File: config.mk
export PLATFORM = sky130hd
export DESIGN_NAME = local_eject_unit
export DESIGN_NICKNAME = d
export VERILOG_FILES = /design/src/rtl/router_pkg.sv /design/src/rtl/flit_fifo.sv /design/src/rtl/local_eject_unit.sv
export SDC_FILE = /design/constraint.sdc
export NUM_CORES = 1
export LEC_CHECK = 0
export ABC_AREA = 1
export BUFFER_PORTS_ARGS = -buffer_cell sky130_fd_sc_hd__clkbuf_2
export CAP_MARGIN = 5
export CORE_ASPECT_RATIO = 1.75
export CORE_UTILIZATION = 30
export CTS_CLUSTER_DIAMETER = 80
export DETAILED_ROUTE_END_ITERATION = 7
export GPL_ROUTABILITY_DRIVEN = 0
export HOLD_SLACK_MARGIN = 0.03
export PLACE_DENSITY_LB_ADDON = 0.12
export SETUP_SLACK_MARGIN = 0.15
export SLEW_MARGIN = 40
export SYNTH_ARGS = -nofsm -noshare
export SYNTH_HDL_FRONTEND = slang
export SYNTH_HIERARCHICAL = 1
export SYNTH_SLANG_ARGS = --single-unit
File: constraint.sdc
create_clock -name clk -period 5.78 [get_ports clk]
set_input_delay 0.578 -clock clk [delete_from_list [all_inputs] [get_ports clk]]
set_output_delay 0.578 -clock clk [all_outputs]
set_load 0.05 [all_outputs]
File: src/rtl/router_pkg.sv
// Shared router types: flit format, node address and the ejection packet states.
// Every router-side block imports this package.
package router_pkg;

    localparam int LOCAL = 4;

    typedef enum logic [1:0] {
        HEAD   = 2'd0,
        BODY   = 2'd1,
        TAIL   = 2'd2,
        SINGLE = 2'd3
    } flit_type_t;

    typedef struct packed {
        logic [3:0] xaddr;
        logic [3:0] yaddr;
    } router_conf_t;

    typedef struct packed {
        flit_type_t flit_type;
        logic [3:0] dst_x;
        logic [3:0] dst_y;
        logic [31:0] payload;
    } FLIT_t;

    typedef enum logic {
        EJ_IDLE   = 1'b0,
        EJ_IN_PKT = 1'b1
    } eject_state_t;

    // Packet length counter that sticks at 255.
    function automatic logic [7:0] sat_inc(input logic [7:0] v);
        return (v == 8'hFF) ? v : v + 8'd1;
    endfunction

endpackage

File: src/rtl/flit_fifo.sv
// Flit buffer with wrap-bit pointers; also meant for router input buffers.
// Read is combinational so a flit can be consumed the cycle after it is written.
module flit_fifo
    import router_pkg::*;
#(
    parameter int FIFO_DEPTH = 8,
    localparam int AW = $clog2(FIFO_DEPTH)
) (
    input  logic        clk,
    input  logic        reset_n,
    input  logic        push,
    input  logic        pop,
    input  FLIT_t       wr_data,
    output FLIT_t       rd_data,
    output logic [AW:0] count,
    output logic        full,
    output logic        empty
);

    FLIT_t       mem [FIFO_DEPTH];
    logic [AW:0] wr_ptr_reg;
    logic [AW:0] rd_ptr_reg;
    logic        push_ok;
    logic        pop_ok;

    assign count = wr_ptr_reg - rd_ptr_reg;
    assign full  = (count == (AW+1)'(FIFO_DEPTH));
    assign empty = (wr_ptr_reg == rd_ptr_reg);

    // A pop in the same cycle frees a slot, so a push into a full buffer still lands.
    assign pop_ok  = pop && !empty;
    assign push_ok = push && (!full || pop_ok);

    assign rd_data = mem[rd_ptr_reg[AW-1:0]];

    always_ff @(posedge clk) begin
        if (push_ok) begin
            mem[wr_ptr_reg[AW-1:0]] <= wr_data;
        end
    end

    always_ff @(posedge clk) begin
        if (!reset_n) begin
            wr_ptr_reg <= '0;
            rd_ptr_reg <= '0;
        end else begin
            if (push_ok) wr_ptr_reg <= wr_ptr_reg + 1'b1;
            if (pop_ok)  rd_ptr_reg <= rd_ptr_reg + 1'b1;
        end
    end

endmodule

File: src/rtl/local_eject_unit.sv
// Ejection interface on a router LOCAL port: buffers flits, drains them at a
// programmable rate, returns on/off flow control and checks packet framing.
module local_eject_unit
    import router_pkg::*;
#(
    parameter router_conf_t router_conf = '{xaddr: 4'd0, yaddr: 4'd0},
    parameter int FIFO_DEPTH   = 8,
    parameter int OFF_THRESH   = FIFO_DEPTH - 2,
    parameter int ON_THRESH    = 2,
    parameter int DRAIN_PERIOD = 1
) (
    input  logic        clk,
    input  logic        reset_n,
    input  FLIT_t       i_flit,
    input  logic        i_upstream_req,
    output logic        o_on_off,
    output logic        o_pkt_done,
    output logic [7:0]  o_pkt_len,
    output logic [31:0] o_flit_count,
    output logic [15:0] o_pkt_count,
    output logic        o_err_overflow,
    output logic        o_err_proto,
    output logic        o_err_misroute
);

    localparam int AW = $clog2(FIFO_DEPTH);
    localparam int DW = (DRAIN_PERIOD > 1) ? $clog2(DRAIN_PERIOD) : 1;
    localparam logic [DW-1:0] DRAIN_LAST = DW'(DRAIN_PERIOD - 1);

    FLIT_t        pop_flit;
    logic [AW:0]  fifo_count;
    logic         fifo_full;
    logic         fifo_empty;
    logic         pop_en;
    logic         push_ok;
    logic         overflow_evt;
    logic [AW:0]  occ_next;
    logic         dst_mismatch;
    logic         unused_payload;

    logic [DW-1:0] drain_cnt_reg;
    logic          on_off_reg;
    eject_state_t  state_reg;
    logic [7:0]    len_reg;
    logic          pkt_done_reg;
    logic [7:0]    pkt_len_reg;
    logic [15:0]   pkt_count_reg;
    logic [31:0]   flit_count_reg;
    logic          err_overflow_reg;
    logic          err_proto_reg;
    logic          err_misroute_reg;

    flit_fifo #(.FIFO_DEPTH(FIFO_DEPTH)) u_fifo (
        .clk     (clk),
        .reset_n (reset_n),
        .push    (i_upstream_req),
        .pop     (pop_en),
        .wr_data (i_flit),
        .rd_data (pop_flit),
        .count   (fifo_count),
        .full    (fifo_full),
        .empty   (fifo_empty)
    );

    assign pop_en       = (drain_cnt_reg == DRAIN_LAST) && !fifo_empty;
    assign push_ok      = i_upstream_req && (!fifo_full || pop_en);
    assign overflow_evt = i_upstream_req && !push_ok;
    assign occ_next     = fifo_count + (AW+1)'(push_ok) - (AW+1)'(pop_en);
    assign dst_mismatch = (pop_flit.dst_x != router_conf.xaddr) ||
                          (pop_flit.dst_y != router_conf.yaddr);
    assign unused_payload = ^pop_flit.payload;

    always_ff @(posedge clk) begin
        if (!reset_n) begin
            drain_cnt_reg <= '0;
        end else if (drain_cnt_reg == DRAIN_LAST) begin
            drain_cnt_reg <= '0;
        end else begin
            drain_cnt_reg <= drain_cnt_reg + 1'b1;
        end
    end

    // Hysteresis: between the thresholds the previous decision holds.
    always_ff @(posedge clk) begin
        if (!reset_n) begin
            on_off_reg <= 1'b1;
        end else if (occ_next >= (AW+1)'(OFF_THRESH)) begin
            on_off_reg <= 1'b0;
        end else if (occ_next <= (AW+1)'(ON_THRESH)) begin
            on_off_reg <= 1'b1;
        end
    end

    always_ff @(posedge clk) begin
        if (!reset_n) begin
            state_reg        <= EJ_IDLE;
            len_reg          <= '0;
            pkt_done_reg     <= 1'b0;
            pkt_len_reg      <= '0;
            pkt_count_reg    <= '0;
            flit_count_reg   <= '0;
            err_overflow_reg <= 1'b0;
            err_proto_reg    <= 1'b0;
            err_misroute_reg <= 1'b0;
        end else begin
            pkt_done_reg <= 1'b0;
            if (overflow_evt) err_overflow_reg <= 1'b1;
            if (pop_en) begin
                flit_count_reg <= flit_count_reg + 32'd1;
                if ((pop_flit.flit_type == HEAD || pop_flit.flit_type == SINGLE) && dst_mismatch) begin
                    err_misroute_reg <= 1'b1;
                end
                case (state_reg)
                    EJ_IDLE: begin
                        case (pop_flit.flit_type)
                            HEAD: begin
                                len_reg   <= 8'd1;
                                state_reg <= EJ_IN_PKT;
                            end
                            SINGLE: begin
                                pkt_done_reg  <= 1'b1;
                                pkt_len_reg   <= 8'd1;
                                pkt_count_reg <= pkt_count_reg + 16'd1;
                            end
                            default: err_proto_reg <= 1'b1;
                        endcase
                    end
                    default: begin
                        case (pop_flit.flit_type)
                            BODY: len_reg <= sat_inc(len_reg);
                            TAIL: begin
                                pkt_done_reg  <= 1'b1;
                                pkt_len_reg   <= sat_inc(len_reg);
                                pkt_count_reg <= pkt_count_reg + 16'd1;
                                state_reg     <= EJ_IDLE;
                            end
                            HEAD: begin
                                // Abandon the open packet and start over from this HEAD.
                                err_proto_reg <= 1'b1;
                                len_reg       <= 8'd1;
                            end
                            default: begin
                                err_proto_reg <= 1'b1;
                                pkt_done_reg  <= 1'b1;
                                pkt_len_reg   <= 8'd1;
                                pkt_count_reg <= pkt_count_reg + 16'd1;
                                state_reg     <= EJ_IDLE;
                            end
                        endcase
                    end
                endcase
            end
        end
    end

    assign o_on_off       = on_off_reg;
    assign o_pkt_done     = pkt_done_reg;
    assign o_pkt_len      = pkt_len_reg;
    assign o_flit_count   = flit_count_reg;
    assign o_pkt_count    = pkt_count_reg;
    assign o_err_overflow = err_overflow_reg;
    assign o_err_proto    = err_proto_reg;
    assign o_err_misroute = err_misroute_reg;

endmodule

==> implementation parameters <==
Parameter                              Value

Layout
  Share of the core filled with cells ... 35.0%
  Final non-filler cell area ... 8840 sq um
  Area grow syn2layout ... 14.3%
  Final Non-Filler Cells ... 1298
  Inserted Diodes ... 0
  Total of fill cells in the finished design ... between 2000 and 3000
  Number of nets at the end of the flow ... 1032
  Ratio of cells with drive above 1 in the final layout ... 14.8%
  Flip-flop count of the largest register after layout ... 80

GRT
  Tot GR Track Use ... 15.4%
  Pin count of the biggest net entering global routing ... 42
  Vias in the first global route ... 5991
  Initial antenna violation count ... 0
  First-pass GRT wire length ... 30600 microns
  Total global routing overflow ... 0

Worst setup path
  Endpoint class of the critical path ... register
  CP startpoint kind ... register
  Required time reported for the critical path endpoint ... between 6 and 7 ns
  Cell with the largest stage delay on the worst path ... sky130_fd_sc_hd__inv_2
  Worst stage delay on the critical path ... about 0.58 ns
  Crit-path cells ... buf_4, inv_2, nor2_1, o32ai_1, nand2_1, nand2_1, inv_1, ha_1, inv_1, nand2_1, nand2_1, nand3_2, inv_2, nand3_1, xor2_1, nor2_1
  Data arrival, critical path ... between 3 and 4 ns
  Flop-to-flop setup slack ... 2.23 ns
  WS Path Type ... reg2reg
  Critical Path Fanout Max ... 41
  Cell mode on critical path ... sky130_fd_sc_hd__nand2_1

Die
  Width of the die ... 123 microns
  Initial Utilization ... a little under a third
  Total number of placement rows ... 77
  Full die area ... 26400 sq um
  Die height ... 214 microns
  Core Footprint ... about 25000 sq um
  Top-level port count ... 106

Logic synthesis
  Syn. warnings ... 6
  Number of nets in the synthesized netlist ... 974
  Instance count of the mapped netlist ... 911
  Syn_area_per_cell ... between 8 and 9 sq um
  Summed instance area of the synthesized netlist ... just under 8000 sq um

Power
  Peak supply drop ... 0.172 mV
  Power share of the combinational group ... 27.8%
  Cell-internal power ... 2180 uW
  Share of total power in the clock network ... 31.0%
  Share of total power in sequential cells ... approximately two fifths
  Switching power summed over all nets ... 1160 uW
  Leakage power ... 0.00355 uW
  PD cells ... approximately 380 nW/um^2
  Sw Ratio ... 34.8%

Timing
  Setup-violating endpoint count in the final report ... 0
  Post-route fraction of the period consumed by the critical path ... 61.4%
  Max Clock Skew ... about 0.0083 ns
  Aggregate negative setup slack ... 0 ns
  Post-route worst hold slack ... ~0.41 ns
  Measured slew at the worst slew-check pin ... ~0.72 ns
  Time the final worst path needs with I/O delays and setup ... 3.55 ns
  FMAX ... 0.282 GHz
  Number of hold violations in the final report ... 0
  RSZ-0062 raised after global routing ... false
  Max-slew violation count ... 0
  Worst-case headroom to the max-slew limit ... 51.7%

Clock tree
  Number of resized instances in the post-cts repair step ... 0
  Clock root cell ... sky130_fd_sc_hd__clkbuf_16
  Number of hold-repair buffers added at the cts stage ... 0
  Clock-pin slew on the worst setup and hold paths ... 0.06 ns
  Worst skew pair latency ... 0.44 ns
  Setup repair bufs after CTS ... 0
  Number of buffers inserted during clock tree synthesis ... 17
  Bufs on Longest Clock Path ... 2
  Total clock sinks ... 162
  Clock tree from TritonCTS ... done
  H-tree lvl count ... 4

Drt
  Number of antenna-violating nets in the routed design ... 0
  Total length of routed wires ... 19100 microns
  Wirelength per Cell ... 14.7 microns
  Post-route DRC ... 0
  Via-per-instance ratio ... 4.64
  First drt pass iteration count ... 6
  DR vias ... 6025
  Starting DRC count in detailed routing ... 213

Hold path
  Class of the tightest hold or removal check ... in2reg

Placed design
  Cell area after placement ... between 8000 and 9000 sq um
  Placed wire-length estimate after detailed placement ... 13200 microns
  Input/output buffers ... 73
  Post-Place Cells ... 1266

Outcome
  Status ... complete, no violations

Flow run
  Max-cap violations ... 0
## power by group through the flow
| stage | combinational [uW] | sequential (uW) | clock [uW] |
|---|---|---|---|
| finish | 928 | 1370 | 1030 |
| floorplan | 699 | 1460 | 0 |
| CTS | 954 | 1370 | 1070 |
| global placement | 945 | 1400 | 0 |
| global route | 1070 | 1390 | 1120 |
| detailed placement | 947 | 1400 | 0 |
## routing by layer
| layer | vias up | global-route usage [%] | part of all wire [%] |
|---|---|---|---|
| li1 | 3097 | - | - |
| met1 | 2804 | 15.7 | 40 |
| met2 | 100 | 28.9 | 54 |
| met3 | 24 | 3.48 | 3.4 |
| met4 | 0 | 6.83 | 2.4 |
| met5 | - | 0 | 0 |
## worst paths after layout
kind / from / endpoint / cells past startpoint
worst max register to register: register / o_pkt_count[6] / 16
worst min-delay path: i_flit[34] / u_fifo/mem[5][34] / 1
worst min register to register: o_err_overflow / o_err_overflow / 2
worst max-delay path: register / o_pkt_count[6] / 16
## through the flow
step	power, uW	worst slack, ns
floorplan	2160	2.76
global placement	2340	2.11
detailed placement	2350	2.12
CTS	3400	2.12
global route	3580	1.82
finish	3340	2.23
## layout by cell type, fill, tap and decap left out, types with 7 or more instances in the layout
| cell type | count |
|---|---|
| sky130_fd_sc_hd__inv_1 | 94 |
| sky130_fd_sc_hd__o32ai_1 | 20 |
| sky130_fd_sc_hd__nand2_1 | 194 |
| sky130_fd_sc_hd__nand3_1 | 44 |
| sky130_fd_sc_hd__ha_1 | 16 |
| sky130_fd_sc_hd__dfxtp_1 | 82 |
| sky130_fd_sc_hd__nand3_2 | 8 |
| sky130_fd_sc_hd__clkbuf_16 | 17 |
| sky130_fd_sc_hd__nor2_1 | 155 |
| sky130_fd_sc_hd__nor2_2 | 7 |
| sky130_fd_sc_hd__edfxtp_1 | 80 |
| sky130_fd_sc_hd__clkbuf_2 | 75 |
| sky130_fd_sc_hd__nand4_1 | 13 |
| sky130_fd_sc_hd__xor2_1 | 12 |
| sky130_fd_sc_hd__nor3_1 | 10 |
| sky130_fd_sc_hd__o21ai_0 | 38 |
| sky130_fd_sc_hd__a21oi_1 | 49 |
| sky130_fd_sc_hd__buf_4 | 8 |
## cell type report
class	count	area, sq um	area share (%)
clock buffers	23	470	5.32
clock inverters	9	58.8	0.665
inverters	101	379	4.29
multi-input cells	606	3070	34.7
flip-flops and latches	162	4040	45.8
well taps	316	395	4.47
repair buffers	81	425	4.81
## worst max-delay path: cells and delay by family (launching register included)
kind                     cells  cell delay [ns]
XOR/XNOR                     1             0.14
AO/OA/AOI/OAI                1             0.30
adder cells (fa/ha/maj)      1             0.22
AND/OR/NAND/NOR              8             1.08
flip-flops                   1             0.30
buffers and inverters        5             1.35
Note: power is estimated with default switching activity, not from simulation.
